`src/rtl/latch_bank_write_scheduler_pkg.sv`:
```
// Shared types for the latch bank write scheduler: sequencer states and the
// arbitration reset value.
package lbws_pkg;

    typedef enum logic [1:0] {
        IDLE  = 2'd0,
        SETUP = 2'd1,
        GATE  = 2'd2,
        HOLD  = 2'd3
    } lbws_state_t;

    // Port 0 wins the first contention after reset.
    localparam logic GRANT_RESET = 1'b1;

endpackage

```
`src/rtl/latch_bank_write_scheduler_if.sv`:
```
// Requester handshakes and latch-bank drive signals of the write scheduler.
// err_oob exists only when LBWS_OOB_ERR_EN is defined.
interface latch_bank_write_scheduler_if #(
    parameter int NUM_REGS = 6,
    parameter int ADDR_W   = 3,
    parameter int DATA_W   = 16
);
    logic                req0_valid;
    logic [ADDR_W-1:0]   req0_addr;
    logic [DATA_W-1:0]   req0_data;
    logic                req0_ready;
    logic                req1_valid;
    logic [ADDR_W-1:0]   req1_addr;
    logic [DATA_W-1:0]   req1_data;
    logic                req1_ready;
    logic [DATA_W-1:0]   lat_d;
    logic [NUM_REGS-1:0] lat_en;
    logic                busy;
    logic                last_grant;
`ifdef LBWS_OOB_ERR_EN
    logic                err_oob;
`endif

    modport master (
`ifdef LBWS_OOB_ERR_EN
        input  err_oob,
`endif
        output req0_valid, req0_addr, req0_data,
        output req1_valid, req1_addr, req1_data,
        input  req0_ready, req1_ready,
        input  lat_d, lat_en, busy, last_grant
    );

    modport slave (
`ifdef LBWS_OOB_ERR_EN
        output err_oob,
`endif
        input  req0_valid, req0_addr, req0_data,
        input  req1_valid, req1_addr, req1_data,
        output req0_ready, req1_ready,
        output lat_d, lat_en, busy, last_grant
    );

endinterface

```
`src/rtl/latch_bank_write_scheduler_rr_arbiter2.sv`:
```
// Combinational two-way round-robin arbiter: on contention the requester that
// did not win last time is granted; grant is one-hot and only when enabled.
module rr_arbiter2 (
    input  logic [1:0] valid_i,
    input  logic       last_grant_i,
    input  logic       en_i,
    output logic [1:0] grant_o,
    output logic       winner_o
);

    // Pick the winner and qualify the grant with its valid and the enable.
    always_comb begin
        winner_o = last_grant_i;
        grant_o  = 2'b00;
        if (en_i) begin
            if (valid_i == 2'b11) begin
                winner_o = ~last_grant_i;
            end else if (valid_i[1]) begin
                winner_o = 1'b1;
            end else if (valid_i[0]) begin
                winner_o = 1'b0;
            end else begin
                winner_o = last_grant_i;
            end
            grant_o = valid_i & (winner_o ? 2'b10 : 2'b01);
        end else begin
            grant_o = 2'b00;
        end
    end

endmodule

```
`src/rtl/latch_bank_write_scheduler.sv`:
```
// Shares the single latch-bank write port between two requesters with a fixed
// SETUP/GATE/HOLD sequence. Optional feature macro: LBWS_OOB_ERR_EN (err_oob).
module latch_bank_write_scheduler
    import lbws_pkg::*;
#(
    parameter int NUM_REGS = 6,
    parameter int ADDR_W   = 3,
    parameter int DATA_W   = 16
) (
    input  logic                         CLK,
    input  logic                         RST,
    latch_bank_write_scheduler_if.slave  bus
);

    lbws_state_t         state_q, state_d;
    logic [ADDR_W-1:0]   addr_q, addr_d;
    logic [DATA_W-1:0]   lat_d_q, lat_d_d;
    logic [NUM_REGS-1:0] lat_en_q, lat_en_d;
    logic                busy_q, busy_d;
    logic                last_grant_q, last_grant_d;
    logic                err_oob_q, err_oob_d;
    logic [1:0]          grant_s;
    logic                winner_s;
    logic                arb_en_s;
    logic                in_range_s;

    assign arb_en_s = (state_q == IDLE) && !RST;

    rr_arbiter2 u_arb (
        .valid_i      ({bus.req1_valid, bus.req0_valid}),
        .last_grant_i (last_grant_q),
        .en_i         (arb_en_s),
        .grant_o      (grant_s),
        .winner_o     (winner_s)
    );

    // Next state, capture of the winning request and registered latch drive.
    always_comb begin
        state_d      = state_q;
        addr_d       = addr_q;
        lat_d_d      = lat_d_q;
        last_grant_d = last_grant_q;
        lat_en_d     = '0;
        case (state_q)
            IDLE: begin
                if (grant_s != 2'b00) begin
                    state_d      = SETUP;
                    addr_d       = winner_s ? bus.req1_addr : bus.req0_addr;
                    lat_d_d      = winner_s ? bus.req1_data : bus.req0_data;
                    last_grant_d = winner_s;
                end else begin
                    state_d = IDLE;
                end
            end
            SETUP:   state_d = GATE;
            GATE:    state_d = HOLD;
            HOLD:    state_d = IDLE;
            default: state_d = IDLE;
        endcase
        // Out-of-range addresses run the sequence but never open a gate.
        in_range_s = int'(addr_d) < NUM_REGS;
        for (int i = 0; i < NUM_REGS; i++) begin
            lat_en_d[i] = (state_d == GATE) && in_range_s && (int'(addr_d) == i);
        end
        busy_d    = (state_d != IDLE);
        err_oob_d = (state_d == GATE) && !in_range_s;
    end

    // State and output registers with synchronous reset.
    always_ff @(posedge CLK) begin
        if (RST) begin
            state_q      <= IDLE;
            addr_q       <= '0;
            lat_d_q      <= '0;
            lat_en_q     <= '0;
            busy_q       <= 1'b0;
            last_grant_q <= GRANT_RESET;
            err_oob_q    <= 1'b0;
        end else begin
            state_q      <= state_d;
            addr_q       <= addr_d;
            lat_d_q      <= lat_d_d;
            lat_en_q     <= lat_en_d;
            busy_q       <= busy_d;
            last_grant_q <= last_grant_d;
            err_oob_q    <= err_oob_d;
        end
    end

    assign bus.req0_ready = grant_s[0];
    assign bus.req1_ready = grant_s[1];
    assign bus.lat_d      = lat_d_q;
    assign bus.lat_en     = lat_en_q;
    assign bus.busy       = busy_q;
    assign bus.last_grant = last_grant_q;
`ifdef LBWS_OOB_ERR_EN
    assign bus.err_oob    = err_oob_q;
`else
    logic unused_err_oob_s;
    assign unused_err_oob_s = err_oob_q;
`endif

endmodule

```
`src/flat_wrapper.sv`:
```
// flat-port wrapper written by rule: the top's interface ports become plain ports
module latch_bank_write_scheduler_flat import lbws_pkg::*;
#(
    parameter int NUM_REGS = 6,
    parameter int ADDR_W   = 3,
    parameter int DATA_W   = 16
)
  (CLK, RST, bus_req0_valid, bus_req0_addr, bus_req0_data, bus_req1_valid, bus_req1_addr, bus_req1_data, bus_req0_ready, bus_req1_ready, bus_lat_d, bus_lat_en, bus_busy, bus_last_grant);
  latch_bank_write_scheduler_if #(.NUM_REGS(NUM_REGS), .ADDR_W(ADDR_W), .DATA_W(DATA_W)) bus_i ();
  input  logic CLK;
  input  logic RST;
  input wire logic [$bits(bus_i.req0_valid)-1:0] bus_req0_valid;
  input wire logic [$bits(bus_i.req0_addr)-1:0] bus_req0_addr;
  input wire logic [$bits(bus_i.req0_data)-1:0] bus_req0_data;
  input wire logic [$bits(bus_i.req1_valid)-1:0] bus_req1_valid;
  input wire logic [$bits(bus_i.req1_addr)-1:0] bus_req1_addr;
  input wire logic [$bits(bus_i.req1_data)-1:0] bus_req1_data;
  output wire logic [$bits(bus_i.req0_ready)-1:0] bus_req0_ready;
  output wire logic [$bits(bus_i.req1_ready)-1:0] bus_req1_ready;
  output wire logic [$bits(bus_i.lat_d)-1:0] bus_lat_d;
  output wire logic [$bits(bus_i.lat_en)-1:0] bus_lat_en;
  output wire logic [$bits(bus_i.busy)-1:0] bus_busy;
  output wire logic [$bits(bus_i.last_grant)-1:0] bus_last_grant;
  assign bus_i.req0_valid = bus_req0_valid;
  assign bus_i.req0_addr = bus_req0_addr;
  assign bus_i.req0_data = bus_req0_data;
  assign bus_i.req1_valid = bus_req1_valid;
  assign bus_i.req1_addr = bus_req1_addr;
  assign bus_i.req1_data = bus_req1_data;
  assign bus_req0_ready = bus_i.req0_ready;
  assign bus_req1_ready = bus_i.req1_ready;
  assign bus_lat_d = bus_i.lat_d;
  assign bus_lat_en = bus_i.lat_en;
  assign bus_busy = bus_i.busy;
  assign bus_last_grant = bus_i.last_grant;
  latch_bank_write_scheduler #(.NUM_REGS(NUM_REGS), .ADDR_W(ADDR_W), .DATA_W(DATA_W)) u_core (.CLK(CLK), .RST(RST), .bus(bus_i));
endmodule
```
`config.mk`:
```
export PLATFORM = sky130hd
export DESIGN_NAME = latch_bank_write_scheduler_flat
export DESIGN_NICKNAME = d
export VERILOG_FILES = /design/src/rtl/latch_bank_write_scheduler_pkg.sv /design/src/rtl/latch_bank_write_scheduler_if.sv /design/src/rtl/latch_bank_write_scheduler_rr_arbiter2.sv /design/src/rtl/latch_bank_write_scheduler.sv /design/src/flat_wrapper.sv
export SDC_FILE = /design/constraint.sdc
export NUM_CORES = 1
export LEC_CHECK = 0
export BUFFER_PORTS_ARGS = -buffer_cell sky130_fd_sc_hd__clkbuf_2
export CAP_MARGIN = 25
export CORE_MARGIN = 2
export CORE_UTILIZATION = 41
export CTS_CLUSTER_SIZE = 30
export DETAILED_ROUTE_END_ITERATION = 8
export PLACE_DENSITY = 0.74
export SYNTH_ARGS = -nofsm -noshare
export SYNTH_HDL_FRONTEND = slang
export SYNTH_HIERARCHICAL = 1
export SYNTH_SLANG_ARGS = --single-unit
```
`constraint.sdc`:
```
create_clock -name CLK -period 3.3 [get_ports CLK]
set_clock_uncertainty 0.2 [all_clocks]
set_input_delay 0.33 -clock CLK [delete_from_list [all_inputs] [get_ports CLK]]
set_output_delay 0.33 -clock CLK [all_outputs]
set_load 0.01 [all_outputs]
```
==> summary.md, run 1 <==
The met2 demand-to-capacity share in global routing is 0.316, and the aggregate global-route resource usage is 0.171. During placement, the flow inserted port buffers numbering 67. Dividing the detail-routed via count by the number of cells gives 5.03. The startpoint identified for the worst hold timing path is bus_req0_data[6]. By startpoint and endpoint, the worst setup path is classified as flop to flop. The number of flip-flops and latches in the synthesized netlist works out to 29. The number of nets in the synthesized netlist is 171. The area of the core was 3000 µm². The run gives 1084 as the number of global-route vias before repair. The effective utilization at floorplan is 0.422, and the cell count of the worst reg-to-reg path is 8. The share of cells above drive strength 1 is 0.434, and the number of buffers inserted during clock tree synthesis is 5. Averaged over all synthesized cells, the footprint is 10.1 µm².

Once detail routing completed, the nets flagged for antenna violations numbered 0. The gate count of the mapped netlist is 126. The terminus of the critical flop-to-flop path was u_core/bus.lat_en[0]. The number of hold violations in the final report was 0. Setup repair after global routing left no endpoint under its margin. The met1 track demand over resource in global routing was 0.170; the worst setup slack after placement was 679 ps.

The arrival time of data at the critical path endpoint was 2680 ps; the area growth from synthesis to layout was 33.0%. For this design the ratio of total power to cell area is 579 nW/µm². The flow ran to the end, and the final reports show no timing, DRC or antenna violations. The tools report the number of distinct library cell variants in the gate-level netlist after synthesis as 22. The ratio of final minimum period to clock period is 0.809. The first-pass iteration count of the detailed router is 5. In the final routed layout, each cell accounts on average for 12.2 µm. The classification of the worst-slack hold path was primary input to flop. The met3 capacity usage during global routing was 0.0415. Post-layout total power: 976 µW. The run gives 0.704 as the relative slew slack.

The number of clock sinks is 29, and the global-route wire length before repair is 4.48 mm. For the final routed database, the setup TNS stands at 0 ps. In this run the clock root is driven by a sky130_fd_sc_hd__clkbuf_4. The largest net degree at the start of global routing came out at 24. The mapped netlist covers 1270 µm². The maximum level of the CTS H-tree came out at 2.

The routed layout has 1152 vias. The post-cts repair resize count was 0. Based on the critical path, the design can be clocked at up to 374 MHz.

Across all setup checks in the final design, the least slack found is 629 ps. For the clock network latency to the later pin of the worst-skew pair, the log shows 310 ps. Total congestion overflow: 0. The count of boundary I/O pins came out at 68.

The tools report the startpoint of the most critical register-to-register path as u_core/state_q[0]. At the end of the flow, the number of nets in the layout was 241. The violation count after the first detailed-routing iteration was 39. Setup violations remaining at the end of the flow were counted as 0. After clock tree synthesis, the flow added hold-fix buffers numbering 0. The die covers 3550 µm². Detailed placement ended at an HPWL of 2.20 mm.

Maximum clock path buffer count: 2. Yosys printed 6 warnings. The DRC violation count after routing is 0.

For hold timing, the worst endpoint is u_core/bus.lat_d[6]. The cell row count was 20. The portion of the post-synthesis area used by sequential elements was 0.458; the required time of the critical path was 3310 ps. The tools report the type of destination of the critical path as a flop.

Peak ir drop on the vdd network: 261 µV. From bottom edge to top edge, the die measures 59.6 µm. Routability-driven placement finished with a final weighted congestion of 0.781. The clock transition at the register clock pins on the worst setup and hold paths after CTS was 80 ps; the overall routed net length was 2.80 mm. The run gives 0 as the number of max-slew violations in the final report. TritonCTS built the clock tree. The clock period minus worst slack was 2670 ps; the die boundary width was 59.6 µm. In this run the post-CTS setup repair buffer count came out at 0. Busiest layer in global routing: met2.

The initial antenna violation count is 0. At the pin with the least slew margin, the transition time is 444 ps. The cell count of the worst hold path is 3.

The worst register-to-register path has a setup slack of 630 ps. Along the worst path, the maximum fanout reaches 7. The tools report the number of maximum-capacitance violations as 0. The worst setup path is launched from a flop. Leakage power of the design: 0.866 nW. 0 antenna diodes ended up in the layout.
[state kept, by name (all words and copies together), names as in the netlist]
register and flops:
u_core/bus.busy 1, u_core/addr_q 3, u_core/bus.lat_en 6, u_core/bus.last_grant 1, u_core/state_q 2, u_core/bus.lat_d 16
[per-stage QoR]
| step | area [µm²] | std cells | util | hold slack (ps) |
|---|---|---|---|---|
| 3_3_place_gp | 1630 | 222 | 0.543 | 289 |
| 3_5_place_dp | 1630 | 222 | 0.543 | 294 |
| 5_1_grt | 1690 | 229 | 0.561 | 136 |
| 4_1_cts | 1690 | 229 | 0.561 | 118 |
| 2_1_floorplan | 1270 | 126 | - | 207 |
| 6_report | 1690 | 229 | 0.561 | 131 |
[where the power goes]
part           leakage, nW  switching, mW  internal [mW]
Clock               0.0314          0.112          0.100
Combinational        0.597          0.179          0.157
Sequential           0.238         0.0256          0.401
Total                0.866          0.316          0.659
[worst max-delay path, cell delays in order (launching register included)]
cell	delay, ps
sky130_fd_sc_hd__dfxtp_1	320
sky130_fd_sc_hd__inv_1	70
sky130_fd_sc_hd__ha_1	200
sky130_fd_sc_hd__nor2b_1	220
sky130_fd_sc_hd__nand2_1	120
sky130_fd_sc_hd__a21oi_2	400
sky130_fd_sc_hd__mux2_2	410
sky130_fd_sc_hd__mux2_2	300
sky130_fd_sc_hd__nor4_1	320
[cells in the mapped netlist]
library cell	n	area [µm²]
sky130_fd_sc_hd__buf_6	1	11.3
sky130_fd_sc_hd__o21ai_0	1	5.00
sky130_fd_sc_hd__nand2_1	4	15.0
sky130_fd_sc_hd__and3_1	1	6.26
sky130_fd_sc_hd__a21oi_2	1	8.76
sky130_fd_sc_hd__ha_1	3	37.5
sky130_fd_sc_hd__inv_1	3	11.3
sky130_fd_sc_hd__a211oi_1	16	120
sky130_fd_sc_hd__mux2_2	3	33.8
sky130_fd_sc_hd__nor4_1	6	37.5
sky130_fd_sc_hd__mux2_4	3	45.0
sky130_fd_sc_hd__a21oi_1	3	15.0
sky130_fd_sc_hd__nand2b_1	2	12.5
sky130_fd_sc_hd__o21a_1	1	7.51
sky130_fd_sc_hd__nor2b_1	2	12.5
sky130_fd_sc_hd__nor2_1	19	71.3
sky130_fd_sc_hd__dfxtp_1	29	581
sky130_fd_sc_hd__or2_2	1	6.26
sky130_fd_sc_hd__clkbuf_1	2	7.51
sky130_fd_sc_hd__nand3b_1	1	7.51
sky130_fd_sc_hd__mux2i_1	19	190
sky130_fd_sc_hd__buf_2	5	25.0
[layer usage]
layer	vias up	wire, µm
met5	-	0
met2	43	1440
li1	595	-
met1	509	1150
met4	0	51
met3	5	168
[placed cells by master (no fill, tap or decap)]
master / instances
sky130_fd_sc_hd__nand2b_1: 2
sky130_fd_sc_hd__clkbuf_1: 1
sky130_fd_sc_hd__a21oi_1: 3
sky130_fd_sc_hd__nand3b_1: 1
sky130_fd_sc_hd__clkbuf_8: 1
sky130_fd_sc_hd__dfxtp_1: 29
sky130_fd_sc_hd__clkbuf_2: 67
sky130_fd_sc_hd__nor2b_1: 2
sky130_fd_sc_hd__nor2_1: 19
sky130_fd_sc_hd__o21ai_0: 1
sky130_fd_sc_hd__mux2_2: 3
sky130_fd_sc_hd__a211oi_1: 16
sky130_fd_sc_hd__ha_1: 3
sky130_fd_sc_hd__a21oi_2: 1
sky130_fd_sc_hd__nor4_1: 6
sky130_fd_sc_hd__or2_2: 1
sky130_fd_sc_hd__o21a_1: 1
sky130_fd_sc_hd__mux2i_1: 19
sky130_fd_sc_hd__nand2_1: 4
sky130_fd_sc_hd__mux2_4: 3
sky130_fd_sc_hd__inv_1: 3
sky130_fd_sc_hd__buf_4: 4
sky130_fd_sc_hd__clkbuf_4: 5
sky130_fd_sc_hd__and3_1: 1
[final cells by class]
type                    count  area, µm²
well taps                  33       41.3
multi-input cells          86        632
repair buffers             71        365
flip-flops and latches     29        581
inverters                   3       11.3
clock buffers               7       55.1
fillers                   273       1320
[how the worst max path moves through the flow]
stage               cells past startpoint              start                   end  slack (ps)
floorplan                               9  u_core/state_q[0]  u_core/bus.lat_en[0]        1020
global placement                        8  u_core/state_q[0]  u_core/bus.lat_en[2]         840
detailed placement                      8  u_core/state_q[0]  u_core/bus.lat_en[4]         680
CTS                                     8  u_core/state_q[0]  u_core/bus.lat_en[0]         610
global route                            8  u_core/state_q[0]  u_core/bus.lat_en[4]         400
finish                                  8  u_core/state_q[0]  u_core/bus.lat_en[0]         630
[cell families (layout without fill, tap and decap cells)]
kind of cell	after synthesis	in the layout	share of synthesized area
buf+inv	11	81	0.0434
fa+ha+maj	3	3	0.0296
compound gates	22	22	0.123
mux	25	25	0.212
simple gates	36	36	0.133
flops	29	29	0.458
(Power assumes the default switching activity.)
==> run 2: changes to the inputs <==
- clock period: 3.3 -> 2.8 ns (I/O delays scaled with it)
==> run 2 against run 1 <==
Cell count up 0.87%. Hold slack got worse by 61 ps. Cell area barely moved. First-iteration DRC count grew 33%. Critical path type unchanged. Largest cell class unchanged. Largest power group unchanged. Highest routed layer unchanged.
==> summary.md, run 2 (synthesis results as in run 1) <==
The run finished with clean final reports. The number of buffers inserted during clock tree synthesis was 5 (unchanged). The root buffer cell chosen for the clock tree is sky130_fd_sc_hd__clkbuf_4.

The cell count of the worst reg-to-reg path was 8 (unchanged). The logs give 20 (unchanged) for the cell row count and 0.777 (-0.59%) for the final weighted congestion in routability-driven placement. For the post-route worst hold slack, the log shows 69.6 ps (-61.1 ps). The antenna violation net count after detailed routing is 0 (unchanged).

The top fanout value on the critical path was 8 (+1). The worst setup path is launched from a flop. The cell count of the worst hold path came out at 3 (unchanged). The count of nets after finishing came out at 242 (+0.41%).

The area of the core is 3000 µm² (unchanged). The number of global-route vias before repair was 1103 (+1.8%). The stage delay of the slowest cell on the critical path is 420 ps (about the same), and the number of endpoints failing setup at the final stage is 0 (unchanged).

The tools report the half-perimeter wire length of the detailed placement result as 2.18 mm (-0.81%). In the layout the commonest cells are 67 x sky130_fd_sc_hd__clkbuf_2, 29 x sky130_fd_sc_hd__dfxtp_1, 19 x sky130_fd_sc_hd__mux2i_1, 19 x sky130_fd_sc_hd__nor2_1, 16 x sky130_fd_sc_hd__a211oi_1. The total negative slack was 0 ps (unchanged).

Ratio of final minimum period to clock period: 0.905 (+0.0951). The maximum clock path buffer count is 2 (unchanged), and the average detailed-routed wire length per instance is 11.9 µm (-2.7%). The violation count after the first detailed-routing iteration was 52 (+33%). The number of hold violations in the final report came out at 0 (unchanged).

The run gives 3550 µm² (unchanged) as the die outline area. The total congestion overflow is 0 (unchanged). The count of hold-fix buffers inserted at cts was 0 (unchanged).

STA classifies the critical path endpoint as a flop. The post-cts repair resize count came out at 0 (unchanged). Setup repair after global routing left no endpoint under its margin. Peak clock frequency supported by timing: 395 MHz (+5.5%).

The post-layout total power is 1.14 mW (+16%), and the count of buffers inserted at the top-level ports is 67 (unchanged). The clock period minus worst slack is 2530 ps (-139 ps), and the non-filler instance count after layout is 231 (+0.87%). The share of cells above drive strength 1 is 0.429 (-0.00438). The kind of cell adding the most delay to the critical path was compound AO/OA/AOI/OAI gates.

The tools report the first-pass iteration count of the detailed router as 4 (-1). The required time of the critical path was 2820 ps (-490 ps). The run gives 0.736 (+0.0320) as the relative slew slack. The clock network latency to the later pin of the worst-skew pair came out at 320 ps (about the same).

The signal on the critical path passes through inv_1 > ha_1 > nor2b_1 > nand2_1 > a21oi_1 > o21a_1 > mux2_2 > nor4_1. The tools report the overall routed net length as 2.75 mm (-1.9%). The most common library cell in the layout ignoring fill and taps was sky130_fd_sc_hd__clkbuf_2. Standard cell area after detailed placement: 1640 µm² (+0.46%).

The via count normalized by instance count was 5.00 (-0.61%); the floorplan die height was 59.6 µm (unchanged). The initial antenna violation count was 0 (unchanged); the power per unit of standard cell area was 673 nW/µm² (+16%). The worst setup slack after layout is 267 ps (-361 ps), and the worst setup slack after placement is 300 ps (-379 ps).

The worst hold path belongs to the class primary input to flop. For the global-route wire length before repair, the log shows 4.32 mm (-3.6%). The setup path with the least slack is of type flop to flop.

The run gives 223 (+0.45%) as the placed instance count. The effective utilization at floorplan is 0.422 (unchanged), and the die boundary width is 59.6 µm (unchanged). The peak ir drop on the vdd network came out at 295 µV (+13%). Largest net degree at the start of global routing: 24 (unchanged).

Number of cells on the critical path: 8 (unchanged). The count of boundary I/O pins is 68 (unchanged), and the buffer and inverter count on the worst path is 1 (unchanged). The area of all placed cells without fillers was 1690 µm² (about the same); the leakage power of the design was 0.865 nW (about the same). The number of clock sinks came out at 29 (unchanged).

The number of maximum-capacitance violations came out at 0 (unchanged). The antenna diode count was 0 (unchanged). The DRC violation count after routing was 0 (unchanged); the slew at the pin closest to its max-slew limit was 396 ps (-48.0 ps).

TritonCTS built the clock tree. The end-of-flow core utilization was 0.562 (about the same); the clock transition at the register clock pins on the worst setup and hold paths after CTS was 80 ps (about the same). Slowest cell on the critical path: sky130_fd_sc_hd__mux2_2. The area growth from synthesis to layout is 33.1% (about the same), and the aggregate global-route resource usage is 0.165 (-0.00541). The number of flip-flops under the largest register name was 16 (unchanged); the buffer count from post-CTS setup fixing was 0 (unchanged). The number of max-slew violations in the final report was 0 (unchanged); the arrival time of data at the critical path endpoint was 2560 ps (-120 ps). For the overall via count from detail_route, the log shows 1155 (+0.26%).

The maximum level of the CTS H-tree is 2 (unchanged).
run 2: cell types whose count changed in the layout (fill, tap and decap cells not counted):
cell / delta
sky130_fd_sc_hd__clkbuf_1: +2
sky130_fd_sc_hd__clkbuf_8: -1
sky130_fd_sc_hd__buf_4: +1
run 2: layout make-up:
class	instances	area, µm²
fillers	266	1320
multi-input cells	86	632
flip-flops and latches	29	581
repair buffers	72	373
clock buffers	8	48.8
well taps	33	41.3
inverters	3	11.3
run 2: worst min-delay path, cell delays in order:
cell                       delay (ps)
sky130_fd_sc_hd__clkbuf_2          80
sky130_fd_sc_hd__mux2i_1          110
sky130_fd_sc_hd__a211oi_1          80
run 2: path summary, 6_finish.rpt:
| check | slack [ps] | endpoint | from |
|---|---|---|---|
| setup / recovery | 270 | u_core/bus.lat_en[4] | u_core/state_q[0] |
| setup reg to reg | 270 | u_core/bus.lat_en[4] | u_core/state_q[0] |
| hold reg to reg | 300 | u_core/bus.lat_d[3] | u_core/bus.lat_d[3] |
| hold / removal | 70 | u_core/bus.lat_d[14] | bus_req0_data[14] |
run 2: routing by layer:
layer	vias to the layer above	GRT usage	share of wire
li1	596	-	-
met1	511	0.165	0.40
met5	-	0	0
met3	6	0.0568	0.068
met2	42	0.295	0.51
met4	0	0.0952	0.021
run 2: power by group:
group	switching (mW)	internal [mW]	total, mW
sequential	0.0303	0.473	0.503
combinational	0.213	0.189	0.402
clock	0.130	0.0998	0.230
